<file path="config.mk">
export PLATFORM = sky130hd
export DESIGN_NAME = alu_8_bit_core_flat
export DESIGN_NICKNAME = d
export VERILOG_FILES = /design/src/rtl/alu_8_bit_core_if.sv /design/src/rtl/alu_8_bit_core.sv /design/src/flat_wrapper.sv
export SDC_FILE = /design/constraint.sdc
export NUM_CORES = 1
export LEC_CHECK = 0
export ABC_AREA = 1
export BUFFER_PORTS_ARGS = -buffer_cell sky130_fd_sc_hd__buf_2
export CORE_UTILIZATION = 35
export CTS_CLUSTER_SIZE = 20
export DETAILED_ROUTE_END_ITERATION = 16
export GPL_TIMING_DRIVEN = 0
export SLEW_MARGIN = 20
export SYNTH_ARGS = -nofsm -noshare
export SYNTH_HDL_FRONTEND = slang
export SYNTH_SLANG_ARGS = --single-unit
</file>
<file path="constraint.sdc">
create_clock -name CLK -period 4.5 [get_ports CLK]
set_clock_uncertainty 0.1 [all_clocks]
set_input_delay 0.9 -clock CLK [delete_from_list [all_inputs] [get_ports CLK]]
set_output_delay 0.9 -clock CLK [all_outputs]
set_load 0.05 [all_outputs]
</file>
<file path="src/rtl/alu_8_bit_core_if.sv">
// Operation request / result bus for alu_8_bit_core.
// master: stimulus side (drives in_valid/opcode/operands, observes results)
// slave : ALU side (observes requests, drives busy/out_valid/alu_out/carry/illegal)
interface alu_8_bit_core_if #(
  parameter int unsigned DATA_WIDTH   = 8,
  parameter int unsigned OPCODE_WIDTH = 8
);
  logic                    in_valid;
  logic [OPCODE_WIDTH-1:0] opcode;
  logic [DATA_WIDTH-1:0]   operand_a;
  logic [DATA_WIDTH-1:0]   operand_b;
  logic                    busy;
  logic                    out_valid;
  logic [DATA_WIDTH-1:0]   alu_out;
  logic                    carry;
  logic                    illegal;

  modport master (
    output in_valid, opcode, operand_a, operand_b,
    input  busy, out_valid, alu_out, carry, illegal
  );

  modport slave (
    input  in_valid, opcode, operand_a, operand_b,
    output busy, out_valid, alu_out, carry, illegal
  );
endinterface

</file>
<file path="src/rtl/alu_8_bit_core.sv">
// Clocked 8-bit ALU: one operation per accepted in_valid, registered result
// with a one-cycle out_valid pulse. Opcode 10 (MUL) uses an iterative
// shift-add engine when the ALU_MUL_EN macro is defined; otherwise it is
// treated as an illegal opcode and busy is tied low.
// Ports:
//   CLK   - system clock, rising edge
//   RESET - synchronous reset, active-low
//   bus   - alu_8_bit_core_if.slave: in_valid/opcode/operand_a/operand_b in,
//           busy/out_valid/alu_out/carry/illegal out
module alu_8_bit_core #(
  parameter int unsigned DATA_WIDTH   = 8,
  parameter int unsigned OPCODE_WIDTH = 8
) (
  input  logic              CLK,
  input  logic              RESET,
  alu_8_bit_core_if.slave   bus
);

  localparam logic [OPCODE_WIDTH-1:0] OP_ADD = OPCODE_WIDTH'(0);
  localparam logic [OPCODE_WIDTH-1:0] OP_SUB = OPCODE_WIDTH'(1);
  localparam logic [OPCODE_WIDTH-1:0] OP_AND = OPCODE_WIDTH'(2);
  localparam logic [OPCODE_WIDTH-1:0] OP_OR  = OPCODE_WIDTH'(3);
  localparam logic [OPCODE_WIDTH-1:0] OP_XOR = OPCODE_WIDTH'(4);
  localparam logic [OPCODE_WIDTH-1:0] OP_NOT = OPCODE_WIDTH'(5);
  localparam logic [OPCODE_WIDTH-1:0] OP_SHL = OPCODE_WIDTH'(6);
  localparam logic [OPCODE_WIDTH-1:0] OP_SHR = OPCODE_WIDTH'(7);
  localparam logic [OPCODE_WIDTH-1:0] OP_INC = OPCODE_WIDTH'(8);
  localparam logic [OPCODE_WIDTH-1:0] OP_DEC = OPCODE_WIDTH'(9);
  localparam logic [OPCODE_WIDTH-1:0] OP_MUL = OPCODE_WIDTH'(10);

  logic                  out_valid_q;
  logic [DATA_WIDTH-1:0] alu_out_q;
  logic                  carry_q;
  logic                  illegal_q;

  // Single-cycle result for the opcode currently on the bus
  logic [DATA_WIDTH:0]   sum_c;
  logic [DATA_WIDTH-1:0] res_c;
  logic                  cry_c;
  logic                  ill_c;
`ifdef ALU_MUL_EN
  logic                  is_mul_c;
`endif

  always_comb begin
    sum_c = '0;
    res_c = '0;
    cry_c = 1'b0;
    ill_c = 1'b0;
`ifdef ALU_MUL_EN
    is_mul_c = 1'b0;
`endif
    case (bus.opcode)
      OP_ADD: begin
        sum_c = {1'b0, bus.operand_a} + {1'b0, bus.operand_b};
        res_c = sum_c[DATA_WIDTH-1:0];
        cry_c = sum_c[DATA_WIDTH];
      end
      OP_SUB: begin
        // bit W of the extended difference is the borrow
        sum_c = {1'b0, bus.operand_a} - {1'b0, bus.operand_b};
        res_c = sum_c[DATA_WIDTH-1:0];
        cry_c = sum_c[DATA_WIDTH];
      end
      OP_AND: res_c = bus.operand_a & bus.operand_b;
      OP_OR:  res_c = bus.operand_a | bus.operand_b;
      OP_XOR: res_c = bus.operand_a ^ bus.operand_b;
      OP_NOT: res_c = ~bus.operand_a;
      OP_SHL: begin
        res_c = {bus.operand_a[DATA_WIDTH-2:0], 1'b0};
        cry_c = bus.operand_a[DATA_WIDTH-1];
      end
      OP_SHR: begin
        res_c = {1'b0, bus.operand_a[DATA_WIDTH-1:1]};
        cry_c = bus.operand_a[0];
      end
      OP_INC: begin
        sum_c = {1'b0, bus.operand_a} + (DATA_WIDTH+1)'(1);
        res_c = sum_c[DATA_WIDTH-1:0];
        cry_c = sum_c[DATA_WIDTH];
      end
      OP_DEC: begin
        sum_c = {1'b0, bus.operand_a} - (DATA_WIDTH+1)'(1);
        res_c = sum_c[DATA_WIDTH-1:0];
        cry_c = sum_c[DATA_WIDTH];
      end
`ifdef ALU_MUL_EN
      OP_MUL: is_mul_c = 1'b1;
`else
      OP_MUL: ill_c = 1'b1;
`endif
      default: ill_c = 1'b1;
    endcase
  end

`ifdef ALU_MUL_EN
  localparam int unsigned CNT_W  = $clog2(DATA_WIDTH);
  localparam int unsigned PROD_W = 2 * DATA_WIDTH;

  typedef enum logic {S_IDLE, S_EXEC} state_e;

  state_e                state_q;
  logic                  busy_q;
  logic [CNT_W-1:0]      cnt_q;
  logic [PROD_W-1:0]     acc_q;
  logic [PROD_W-1:0]     mcand_q;
  logic [DATA_WIDTH-1:0] mplier_q;
  logic [PROD_W-1:0]     acc_d;

  // One shift-add step: add the shifted multiplicand when the current multiplier bit is set
  assign acc_d = mplier_q[0] ? (acc_q + mcand_q) : acc_q;

  // Control FSM, MUL engine and result registers
  always_ff @(posedge CLK) begin
    if (!RESET) begin
      state_q     <= S_IDLE;
      busy_q      <= 1'b0;
      cnt_q       <= '0;
      acc_q       <= '0;
      mcand_q     <= '0;
      mplier_q    <= '0;
      out_valid_q <= 1'b0;
      alu_out_q   <= '0;
      carry_q     <= 1'b0;
      illegal_q   <= 1'b0;
    end else begin
      out_valid_q <= 1'b0;
      case (state_q)
        S_IDLE: begin
          if (bus.in_valid) begin
            if (is_mul_c) begin
              // operands are latched here; the bus is not looked at again until done
              state_q  <= S_EXEC;
              busy_q   <= 1'b1;
              cnt_q    <= '0;
              acc_q    <= '0;
              mcand_q  <= PROD_W'(bus.operand_a);
              mplier_q <= bus.operand_b;
            end else begin
              out_valid_q <= 1'b1;
              alu_out_q   <= res_c;
              carry_q     <= cry_c;
              illegal_q   <= ill_c;
            end
          end
        end
        S_EXEC: begin
          acc_q    <= acc_d;
          mcand_q  <= mcand_q << 1;
          mplier_q <= mplier_q >> 1;
          cnt_q    <= cnt_q + CNT_W'(1);
          if (cnt_q == CNT_W'(DATA_WIDTH - 1)) begin
            state_q     <= S_IDLE;
            busy_q      <= 1'b0;
            cnt_q       <= '0;
            out_valid_q <= 1'b1;
            alu_out_q   <= acc_d[DATA_WIDTH-1:0];
            carry_q     <= |acc_d[PROD_W-1:DATA_WIDTH];
            illegal_q   <= 1'b0;
          end
        end
        default: state_q <= S_IDLE;
      endcase
    end
  end

  assign bus.busy = busy_q;
`else
  // Result registers; every accepted op completes in one cycle
  always_ff @(posedge CLK) begin
    if (!RESET) begin
      out_valid_q <= 1'b0;
      alu_out_q   <= '0;
      carry_q     <= 1'b0;
      illegal_q   <= 1'b0;
    end else begin
      out_valid_q <= bus.in_valid;
      if (bus.in_valid) begin
        alu_out_q <= res_c;
        carry_q   <= cry_c;
        illegal_q <= ill_c;
      end
    end
  end

  assign bus.busy = 1'b0;
`endif

  assign bus.out_valid = out_valid_q;
  assign bus.alu_out   = alu_out_q;
  assign bus.carry     = carry_q;
  assign bus.illegal   = illegal_q;

endmodule

</file>
<file path="src/flat_wrapper.sv">
// flat-port wrapper written by rule: the top's interface ports become plain ports
module alu_8_bit_core_flat 
#(
  parameter int unsigned DATA_WIDTH   = 8,
  parameter int unsigned OPCODE_WIDTH = 8
)
  (CLK, RESET, bus_in_valid, bus_opcode, bus_operand_a, bus_operand_b, bus_busy, bus_out_valid, bus_alu_out, bus_carry, bus_illegal);
  alu_8_bit_core_if #(.DATA_WIDTH(DATA_WIDTH), .OPCODE_WIDTH(OPCODE_WIDTH)) bus_i ();
  input  logic CLK;
  input  logic RESET;
  input wire logic [$bits(bus_i.in_valid)-1:0] bus_in_valid;
  input wire logic [$bits(bus_i.opcode)-1:0] bus_opcode;
  input wire logic [$bits(bus_i.operand_a)-1:0] bus_operand_a;
  input wire logic [$bits(bus_i.operand_b)-1:0] bus_operand_b;
  output wire logic [$bits(bus_i.busy)-1:0] bus_busy;
  output wire logic [$bits(bus_i.out_valid)-1:0] bus_out_valid;
  output wire logic [$bits(bus_i.alu_out)-1:0] bus_alu_out;
  output wire logic [$bits(bus_i.carry)-1:0] bus_carry;
  output wire logic [$bits(bus_i.illegal)-1:0] bus_illegal;
  assign bus_i.in_valid = bus_in_valid;
  assign bus_i.opcode = bus_opcode;
  assign bus_i.operand_a = bus_operand_a;
  assign bus_i.operand_b = bus_operand_b;
  assign bus_busy = bus_i.busy;
  assign bus_out_valid = bus_i.out_valid;
  assign bus_alu_out = bus_i.alu_out;
  assign bus_carry = bus_i.carry;
  assign bus_illegal = bus_i.illegal;
  alu_8_bit_core #(.DATA_WIDTH(DATA_WIDTH), .OPCODE_WIDTH(OPCODE_WIDTH)) u_core (.CLK(CLK), .RESET(RESET), .bus(bus_i));
endmodule
</file>
Word-level counts from Yosys, hierarchy flattened

Index checks and enable logic that the tools add are counted.

Add/subtract/negate cells: 4
Bitwise gates (word level): 4
Multiplexer cells: 3
Equal/unequal tests: 9
Reductions and logical operators: 2

Operators by type and width:

| cell                  | count |
|---|---|
| $pmux W8 S10          | 1 |
| $eq A8 B3 Y1 const B  | 4 |
| $eq A8 B2 Y1 const B  | 2 |
| $eq A8 B4 Y1 const B  | 2 |
| $reduce_or A10 Y1     | 1 |
| $add A8 B1 Y9 const B | 1 |
| $add A8 B8 Y9         | 1 |
| $sub A8 B1 Y9 const B | 1 |
| $sub A8 B8 Y9         | 1 |
| $and A8 B8 Y8         | 1 |
| $eq A8 B1 Y1 const B  | 1 |
| $logic_not A8 Y1      | 1 |
| $not A8 Y8            | 1 |
| $or A8 B8 Y8          | 1 |
| $xor A8 B8 Y8         | 1 |
| $pmux W1 S6           | 1 |
| $mux W1               | 1 |

Bits of input ports: 27
Register bits after elaboration: 11
Output and inout bits: 12

Logic depth before layout (Yosys ltp)

Gate-level depths: netlist (run 1).

Word-level depth: 3
Gate-level depth with buffers: 16

Worst setup path after synthesis (run 1)

No wires, ideal clock.

Path type: input to register
Start: in bus_operand_a[5]
End: reg u_core.alu_out_q[6] (netlist: u_core.bus.alu_out[6])
Path slack: 1.927 ns
Arrival time: 2.401 ns
Setup time: 0.072 ns
Path buffers: 2
Data required time: 4.328 ns
Cell stages on the path: 14
Cell sequence: buf_2 -> clkinv_1 -> ha_1 -> buf_2 -> inv_1 -> a21oi_1 -> nand3_1 -> nand2_1 -> nand3_1 -> nand2_1 -> inv_1 -> nand2_1 -> nand2_1 -> a21oi_1

Word-level cells in the longest chain between the ends: 2

Ends and longest elaborated chain:

| item                                  | line                  | RTL |
|---|---|---|
| start: declaration                    | flat_wrapper.sv:13    | `input wire logic [$bits(bus_i.operand_a)-1:0] bus_operand_a;` |
| $sub A8 B1 Y9 (tied with other cells) | alu_8_bit_core.sv:83  | `sum_c = {1'b0, bus.operand_a} - (DATA_WIDTH+1)'(1);` |
| $pmux W8 S10 (*)                      | alu_8_bit_core.sv:53  | `case (bus.opcode)` |
| end signal: assignment                | alu_8_bit_core.sv:179 | `alu_out_q <= res_c;` |
| end: declaration                      | alu_8_bit_core.sv:32  | `logic [DATA_WIDTH-1:0] alu_out_q;` |

Mark *: on every way between the ends. The rest lies on a longest branch, timed or not.
A chain may end at the register's enable or synchronous reset.

Worst setup path in the final report (run 1)

Same ends and word-level chain as after synthesis.

==> run metrics, run 1 <==
outcome finished clean; layout cells sized above 1 18.97%; CTS H-tree depth 1; Leak Pwr 0.001367 uW; Placed Area 2615 sq um; Syn Area/Cell 5.733 sq um; DRC Markers 0; RSZ-0062 raised after global routing no; post-DR wirelength/cell 13.59 um; # diodes 0; worst hold path type register to register; origin of the worst setup path bus_operand_a[5]; Synth Instances 407; Layout Cells excl Fill 525; placed instance count 521; fin crit period 2965 ps; first-pass GRT wire length 11970 um; clock root cell clkbuf_8; # rows 29; CTS Hold Buffers Added 0; ranking of synthesized cells by area nand2_1 (16%), ha_1 (14%), nand3_1 (13%); setup_tns 0 ps; core area 6386 sq um; CP startpoint kind input pin; die height 83.65 um; Tcrit/Tclk final 65.89%; max-slew violations 0; largest net degree at the start of global routing 11; CTS tree built; Die W 83.65 um; vias in the first global route 2572; setup slack, reg-to-reg 3760 ps; Clock Latency Late Sink 230 ps; Post-CTS Setup Inserts 0; Crit-path slowest cell ha_1; GRT Total Usage 20.68%; Hold Vio Cnt, Final 0; initial antenna violation count 0; crit-path max FO 9; Power Dens Cells 141.5 nW/um^2; ys flop type dfxtp_1; Initial DRC Count 178; MaxCap Viol Count 0; die area 6997 sq um; Crit Path Category input pin to register; register bit total from synthesis 11; Worst Reg-to-Reg Cells 2; Critical R2R Launch u_core.bus.illegal$_SDFFE_PN0P_; Post-Syn Area 2333 sq um; Post-layout nets 505; Initial Util 36.54%; ANT nets after route 0; cell area after layout 2660 sq um; Yosys warning total 0; Max clock buf depth 2; cell accounting for the most synthesized area nand2_1; Async SR Flop Fraction 0%; GP Congestion 0.8697; Final HPWL DP 6016 um; Area Growth Syn to Fin 13.99%; worst-path cell chain buf_2 -> buf_2 -> clkinv_1 -> ha_1 -> buf_2 -> inv_1 -> a21oi_1 -> nand3_1 -> nand2_1 -> nand3_1 -> nand2_1 -> inv_1 -> nand2_1 -> nand2_1 -> a21oi_1; Post-synth EDFFs 0; Yosys cell types 32; Hold Slack 361.8 ps; final setup vio count 0; Crit path largest cell delay 370 ps; register clock-pin slew on the reported worst setup and hold paths 50 ps; fmax 337.3 MHz; sequential area share after synthesis 9.437%; TritonRoute pass-1 iters 4; post-synth top area share 16.25%; critical path capture point type register; worst setup path end u_core.bus.alu_out[6]$_SDFFE_PN0P_; R2R Path End u_core.bus.illegal$_SDFFE_PN0P_; TritonCTS Sinks 11; Via Count 2783; commonest non-fill, non-tap cell in the layout nand2_1; final WL 7133 um; TritonCTS buffer count 3; total power 376.4 uW; DR vias/cell 5.301; Net Count, Synth 463; post_cts resized 0; num ports 39; total global routing overflow 0; required time worst endpoint 4560 ps; CP arrival 3030 ps; crit-path most repeated cell nand2_1; Max VDD drop 152.1 uV; FILL cells 725; most frequent cells in the layout nand2_1 (101), nand3_1 (60), buf_2 (46), inv_1 (45), nor2_1 (31); IO Port Bufs 37
[how the worst min path moves through the flow]
stage,start,end,cells past startpoint
global placement,u_core.bus.alu_out[1]$_SDFFE_PN0P_,u_core.bus.alu_out[1]$_SDFFE_PN0P_,2
global route,u_core.bus.alu_out[0]$_SDFFE_PN0P_,u_core.bus.alu_out[0]$_SDFFE_PN0P_,2
finish,u_core.bus.alu_out[5]$_SDFFE_PN0P_,u_core.bus.alu_out[5]$_SDFFE_PN0P_,2
CTS,u_core.bus.alu_out[5]$_SDFFE_PN0P_,u_core.bus.alu_out[5]$_SDFFE_PN0P_,2
floorplan,u_core.bus.alu_out[5]$_SDFFE_PN0P_,u_core.bus.alu_out[5]$_SDFFE_PN0P_,2
detailed placement,u_core.bus.alu_out[5]$_SDFFE_PN0P_,u_core.bus.alu_out[5]$_SDFFE_PN0P_,2
[critical path: cells and delay by family]
kind	cells	cell delay, ps
AND/OR/NAND/NOR	6	450
AO/OA/AOI/OAI	2	370
adder cells (fa/ha/maj)	1	370
buffers and inverters	6	930
[cell families after synthesis]
group           after synthesis  share of synthesized area (%)
compound gates               52                          12.17
flops                        11                          9.437
buf+inv                      74                          13.08
xor+xnor                      4                          1.502
simple gates                236                          47.45
fa+ha+maj                    29                          16.19
other cells                   1                         0.1607
[synthesized netlist by cell type, types with 2 or more instances]
cell      instances
a21oi_1          18
buf_2             9
clkinv_1          3
dfxtp_1          11
fa_1              2
ha_1             27
inv_1            45
inv_2            13
nand2_1         101
nand2_2           7
nand2_4           2
nand3_1          60
nand3b_1          6
nand4_1          16
nor2_1           31
nor2_2            7
nor2_4            4
o21ai_0          11
o21ai_1           7
o22ai_1          13
xor2_1            3
[report_power, final]
group          internal, uW  total (uW)  switching (uW)
Clock                  62.0        97.1            35.0
Combinational          56.6         179             123
Sequential             99.4         100           0.580
[cell type report]
cell class              instances  area (sq um)  area share [%]
plain buffers                  12         67.56           2.540
clock buffers                   4         45.04           1.693
inverters                      62         237.7           8.937
multi-input cells             322          1808           67.97
flip-flops and latches         11         220.2           8.278
well taps                      77         96.34           3.622
repair buffers                 37         185.2           6.961
[state kept, by name, indices dropped and copies added, names as in the netlist]
register	cells
u_core.bus.out_valid	1
u_core.bus.alu_out	8
u_core.bus.carry	1
u_core.bus.illegal	1
[routing by layer]
metal	global-route usage [%]	vias up	wire length, um
met5	0	-	0
met4	0.4622	0	0
met3	1.780	0	294
met2	37.10	67	3421
met1	28.33	1302	3417
li1	-	1414	-
[stage by stage]
stage	util, %	setup slack [ps]
5_1_grt	41.65	1328
6_report	41.65	1535
2_1_floorplan	-	1927
3_3_place_gp	40.95	1368
4_1_cts	41.65	1580
3_5_place_dp	40.95	1333
Power figures use the tool's default switching activity.
==> run 2, diff against run 1 <==
==> constraint.sdc (replaced) <==
create_clock -name CLK -period 2.7 [get_ports CLK]
set_clock_uncertainty 0.1 [all_clocks]
set_input_delay 0.54 -clock CLK [delete_from_list [all_inputs] [get_ports CLK]]
set_output_delay 0.54 -clock CLK [all_outputs]
set_load 0.05 [all_outputs]
==> run 2 against run 1 <==
Critical endpoint unchanged. Wire length increased by 0.55%. Final area increased by 0.24%. Worst setup slack got worse by 1300 ps.
==> run metrics, run 2 (synthesized netlist as in run 1, its figures left out) <==
IO Port Bufs 37 (unchanged); TritonCTS buffer count 3 (unchanged); worst-path cell chain buf_2 -> buf_2 -> clkinvlp_4 -> ha_1 -> buf_2 -> inv_1 -> a21oi_2 -> nand3_1 -> nand2_1 -> nand3_1 -> nand2_1 -> inv_1 -> nand2_1 -> nand2_1 -> a21oi_1 (was buf_2 -> buf_2 -> clkinv_1 -> ha_1 -> buf_2 -> inv_1 -> a21oi_1 -> nand3_1 -> nand2_1 -> nand3_1 -> nand2_1 -> inv_1 -> nand2_1 -> nand2_1 -> a21oi_1); Tcrit/Tclk final 91.29%; register clock-pin slew on the reported worst setup and hold paths 50 ps (about the same); MaxCap Viol Count 0 (unchanged); Initial DRC Count 159 (was 178); Final HPWL DP 6016 um (unchanged); num ports 39 (unchanged); Crit-path slowest cell ha_1 (unchanged); required time worst endpoint 2760 ps (was 4560 ps); Reg power frac 26.5% (was 26.6%); commonest non-fill, non-tap cell in the layout nand2_1 (unchanged); initial antenna violation count 0 (unchanged); post-DR wirelength/cell 13.69 um (was 13.59 um); Max clock buf depth 2 (unchanged); Switch Pwr 265.3 uW (was 158.4 uW); Power Dens Cells 236.0 nW/um^2 (was 141.5 nW/um^2); crit-path max FO 9 (unchanged); TritonCTS Sinks 11 (unchanged); die area 6997 sq um (unchanged); total global routing overflow 0 (unchanged); switching part of the total 42.17% (was 42.08%); CP startpoint kind input pin (unchanged); largest net degree at the start of global routing 11 (unchanged); max FFs per register 8 (unchanged); Critical path buffers and inverters 6 (unchanged); GP Congestion 0.8697 (unchanged); max-slew violations 0 (unchanged); setup_tns 0 ps (unchanged); critical path capture point type register (unchanged); DRC Markers 0 (unchanged); final setup vio count 0 (unchanged); Hold Vio Cnt, Final 0 (unchanged); # rows 29 (unchanged); final WL 7172 um (was 7133 um); total power 629.2 uW (was 376.4 uW); RSZ-0062 raised after global routing no (unchanged); Top delay family on crit path buffers and inverters (unchanged); Clock Latency Late Sink 230 ps (about the same); fmax 405.7 MHz; Initial Util 36.54% (unchanged); layout cells sized above 1 19.69% (was 18.97%); Max VDD drop 253.5 uV (was 152.1 uV); Via Count 2767 (was 2783); Post-CTS Setup Inserts 0 (unchanged); clock network fraction of design power 25.7% (was 25.8%); fin crit period 2465 ps; first-pass GRT wire length 11970 um (unchanged); worst hold path type register to register (unchanged); CTS tree built (unchanged); ANT nets after route 0 (unchanged); FILL cells 725 (unchanged); Die W 83.65 um (unchanged); GRT Total Usage 20.68% (unchanged); vias in the first global route 2572 (unchanged); clock root cell clkbuf_8 (unchanged); Area Growth Syn to Fin 14.26% (was 13.99%); die height 83.65 um (unchanged); most frequent cells in the layout nand2_1 (101), nand3_1 (60), buf_2 (46), inv_1 (45), nor2_1 (30) (was nand2_1 (101), nand3_1 (60), buf_2 (46), inv_1 (45), nor2_1 (31)); crit-path most repeated cell nand2_1 (unchanged); CTS H-tree depth 1 (unchanged); CTS Hold Buffers Added 0 (unchanged); Post-layout nets 504 (was 505); Leak Pwr 0.001365 uW (was 0.001367 uW); Crit path largest cell delay 320 ps (was 370 ps); DR vias/cell 5.281 (was 5.301); outcome finished clean (unchanged); TritonRoute pass-1 iters 6 (was 4); internal power 363.8 uW (was 218.0 uW); Crit Path Category input pin to register (unchanged); core area 6386 sq um (unchanged); part of the power in combinational logic 47.8% (was 47.6%); CP arrival 2530 ps (was 3030 ps); # diodes 0 (unchanged)
## run 2: cell types whose count changed in the layout (fill, tap and decap cells not counted)
cell and delta:
clkbuf_1 -1, nor2_1 -1, a21oi_1 -1, a21oi_2 +1
clkinv_1 -1, clkinvlp_4 +1, nor2_2 +1
## run 2: final timing paths
kind,depth (start not counted),to,slack [ps],start
worst max-delay path,15,u_core.bus.alu_out[6]$_SDFFE_PN0P_,240,bus_operand_a[5]
worst max register to register,2,u_core.bus.illegal$_SDFFE_PN0P_,1960,u_core.bus.illegal$_SDFFE_PN0P_
worst min-delay path,2,u_core.bus.alu_out[5]$_SDFFE_PN0P_,360,u_core.bus.alu_out[5]$_SDFFE_PN0P_
worst min register to register,2,u_core.bus.alu_out[5]$_SDFFE_PN0P_,360,u_core.bus.alu_out[5]$_SDFFE_PN0P_
## run 2: per-stage QoR
step / std cells / util, % / hold slack, ps / instance area (sq um) / setup WS (ps)
floorplan: 407 / - / 537.6 / 2333 / 487.4
global placement: 521 / 40.95 / 353.3 / 2615 / -71.93
detailed placement: 521 / 40.95 / 356.2 / 2615 / -106.5
CTS: 525 / 41.65 / 363.9 / 2660 / 139.6
global route: 524 / 41.75 / 379.8 / 2666 / 22.84
finish: 524 / 41.75 / 361.8 / 2666 / 235.2
## run 2: repair_timing
item                                   CTS  global route
endpoints found under the hold margin    0             0
setup endpoints to repair                0             3
resized for setup                        0             3
## run 2: power by group through the flow
stage,clock (uW),sequential (uW),combinational (uW)
after floorplan,0,180,195
after global placement,0,170,292
after detailed placement,0,170,296
after CTS,165,167,297
after global routing,173,167,343
final,162,167,301
## run 2: area by class of cell
class                           count  area [sq um]  area share [%]
Inverter                           62         241.5           9.057
Tap cell                           77         96.34           3.613
Multi-Input combinational cell    322          1814           68.04
Buffer                             11         63.81           2.393
Clock buffer                        4         45.04           1.689
Timing Repair Buffer               37         185.2           6.945
Sequential cell                    11         220.2           8.259
## run 2: metal layers
layer	wire (um)	share of wire (%)	global-route usage (%)
met5	0	0	0
met1	3429	48	28.33
met4	0	0	0.4622
met2	3447	48	37.10
met3	296	4.1	1.780
## run 2: worst reg2reg max path, stage by stage, from the launching register on
cell and delay (ps):
dfxtp_1 300, o21ai_0 170, a21oi_1 60
==> run 3, diff against run 2 <==
--- a/config.mk
+++ b/config.mk
@@ -7,10 +7,13 @@
 export LEC_CHECK = 0
 export ABC_AREA = 1
 export BUFFER_PORTS_ARGS = -buffer_cell sky130_fd_sc_hd__buf_2
+export CAP_MARGIN = 5
 export CORE_UTILIZATION = 35
 export CTS_CLUSTER_SIZE = 20
 export DETAILED_ROUTE_END_ITERATION = 16
+export GPL_ROUTABILITY_DRIVEN = 0
 export GPL_TIMING_DRIVEN = 0
+export REMOVE_ABC_BUFFERS = 1
 export SLEW_MARGIN = 20
 export SYNTH_ARGS = -nofsm -noshare
 export SYNTH_HDL_FRONTEND = slang
==> run 3 against run 2 <==
Sequential share of layout area up 0.23 points. Die area unchanged. Power down 1.3%. Final area down 2.7%. Hold slack worse by 4.4 ps. Critical path depth down 2. Fmax up 3.5%. Core utilization down 1.1 points. Wire length down 5.5%. Non-clock buffer count down 11. Cell count down 2.1%. Critical endpoint unchanged. Highest routed layer is now met4.
==> run metrics, run 3 (synthesized netlist as in run 1, its figures left out) <==
die height 83.65 um (unchanged); total power 621.1 uW (was 629.2 uW); layout cells sized above 1 17.20% (was 19.69%); Initial Util 36.54% (unchanged); RSZ-0062 raised after global routing no (unchanged); GRT met1 Usage 27.81% (was 28.33%); commonest non-fill, non-tap cell in the layout nand2_1 (unchanged); final WL 6776 um (was 7172 um); GR Layer Usage met2 33.63% (was 37.10%); Crit path largest cell delay 530 ps (was 320 ps); first-pass GRT wire length 11670 um (was 11970 um); die area 6997 sq um (unchanged); MaxCap Viol Count 0 (unchanged); Leak Pwr 0.001317 uW (was 0.001365 uW); Crit Path Category input pin to register (unchanged); Max clock buf depth 2 (unchanged); met3 Usage GRT 2.572% (was 1.780%); Post-layout nets 493 (was 504); Via Count 2707 (was 2767); GRT Total Usage 19.94% (was 20.68%); Critical path buffers and inverters 4 (was 6); # diodes 0 (unchanged); critical path capture point type register (unchanged); clock root cell clkbuf_8 (unchanged); TritonRoute pass-1 iters 5 (was 6); max-slew violations 0 (unchanged); # rows 29 (unchanged); DRC Markers 0 (unchanged); crit-path most repeated cell nand2_1 (unchanged); Hold Slack 357.4 ps (was 361.8 ps); fmax 419.8 MHz (was 405.7 MHz); Final HPWL DP 5597 um (was 6016 um); CTS tree built (unchanged); CP startpoint kind input pin (unchanged); setup_tns 0 ps (unchanged); crit-path max FO 10 (was 9); Clock Latency Late Sink 240 ps (was 230 ps); outcome finished clean (unchanged); DR vias/cell 5.277 (was 5.281); largest net degree at the start of global routing 18 (was 11); CTS H-tree depth 1 (unchanged); TritonCTS Sinks 11 (unchanged); IO Port Bufs 37 (unchanged); Die W 83.65 um (unchanged); num ports 39 (unchanged); most used routing layer met2 (unchanged); Max VDD drop 175.9 uV (was 253.5 uV); worst hold path type register to register (unchanged); ANT nets after route 0 (unchanged); post-DR wirelength/cell 13.21 um (was 13.69 um); Hold Vio Cnt, Final 0 (unchanged); initial antenna violation count 0 (unchanged); CP arrival 2450 ps (was 2530 ps); final setup vio count 0 (unchanged); Tcrit/Tclk final 88.22% (was 91.29%); TritonCTS buffer count 3 (unchanged); required time worst endpoint 2770 ps (was 2760 ps); fin crit period 2382 ps (was 2465 ps); Area Growth Syn to Fin 11.21% (was 14.26%); register clock-pin slew on the reported worst setup and hold paths 50 ps (about the same); Top delay family on crit path buffers and inverters (unchanged); Post-CTS Setup Inserts 0 (unchanged); most frequent cells in the layout nand2_1 (101), nand3_1 (60), inv_1 (45), buf_2 (37), nor2_1 (31) (was nand2_1 (101), nand3_1 (60), buf_2 (46), inv_1 (45), nor2_1 (30)); Crit-path slowest cell ha_2 (was ha_1); Initial DRC Count 203 (was 159); total global routing overflow 0 (unchanged); core area 6386 sq um (unchanged); vias in the first global route 2429 (was 2572); max FFs per register 8 (unchanged); Power Dens Cells 239.4 nW/um^2 (was 236.0 nW/um^2); worst-path cell chain buf_2 -> clkinv_1 -> ha_2 -> inv_1 -> a21oi_1 -> nand3_1 -> nand2_1 -> nand3_1 -> nand2_1 -> inv_1 -> nand2_1 -> nand2_1 -> a21oi_1 (was buf_2 -> buf_2 -> clkinvlp_4 -> ha_1 -> buf_2 -> inv_1 -> a21oi_2 -> nand3_1 -> nand2_1 -> nand3_1 -> nand2_1 -> inv_1 -> nand2_1 -> nand2_1 -> a21oi_1)
-- run 3: cell types whose count changed in the layout (fill, tap and decap cells not counted), sizes merged --
cell / change
clkinv: +1
buf: -11
clkinvlp: -1
-- run 3: area by class of cell --
type,count,area (sq um)
tap,77,96.34
inverter,62,237.7
fill,721,3791
multi-input combinational,322,1810
sequential,11,220.2
timing repair buffer,37,185.2
clock buffer,4,45.04
-- run 3: where the power goes --
part | switching (uW) | total, uW | internal, uW
sequential | 1.19 | 167 | 166
clock | 61.0 | 165 | 104
combinational | 200 | 290 | 89.7
-- run 3: path summary, 6_finish.rpt --
check                                                         from                                 end  cells past startpoint  slack (ps)
worst max-delay path                              bus_operand_a[5]  u_core.bus.alu_out[6]$_SDFFE_PN0P_                     13         320
worst min-delay path            u_core.bus.alu_out[6]$_SDFFE_PN0P_  u_core.bus.alu_out[6]$_SDFFE_PN0P_                      2         360
worst max register to register  u_core.bus.alu_out[2]$_SDFFE_PN0P_  u_core.bus.alu_out[2]$_SDFFE_PN0P_                      2        2000
worst min register to register  u_core.bus.alu_out[6]$_SDFFE_PN0P_  u_core.bus.alu_out[6]$_SDFFE_PN0P_                      2         360
-- run 3: worst register-to-register path, stage by stage (launching register included) --
cell and delay (ps):
dfxtp_1 330, nand2_1 50, a21oi_1 150
-- run 3: stage by stage --
step	cell area (sq um)	setup slack (ps)	instances	util, %
4_1_cts	2592	266.3	513	40.60
3_3_place_gp	2547	39.21	509	39.89
5_1_grt	2595	55.22	513	40.63
6_report	2595	318.1	513	40.63
3_5_place_dp	2547	22.63	509	39.89
2_1_floorplan	2266	663.0	395	-
-- run 3: timing repair --
item	4_1_cts	5_1_grt
setup endpoints to repair	0	1
resized for setup	0	1
hold buffers	0	0
-- run 3: routing by layer --
layer	wire length [um]	share of wire [%]
met1	3239	48
met2	3186	47
met3	300	4.4
met4	49	0.72
met5	0	0
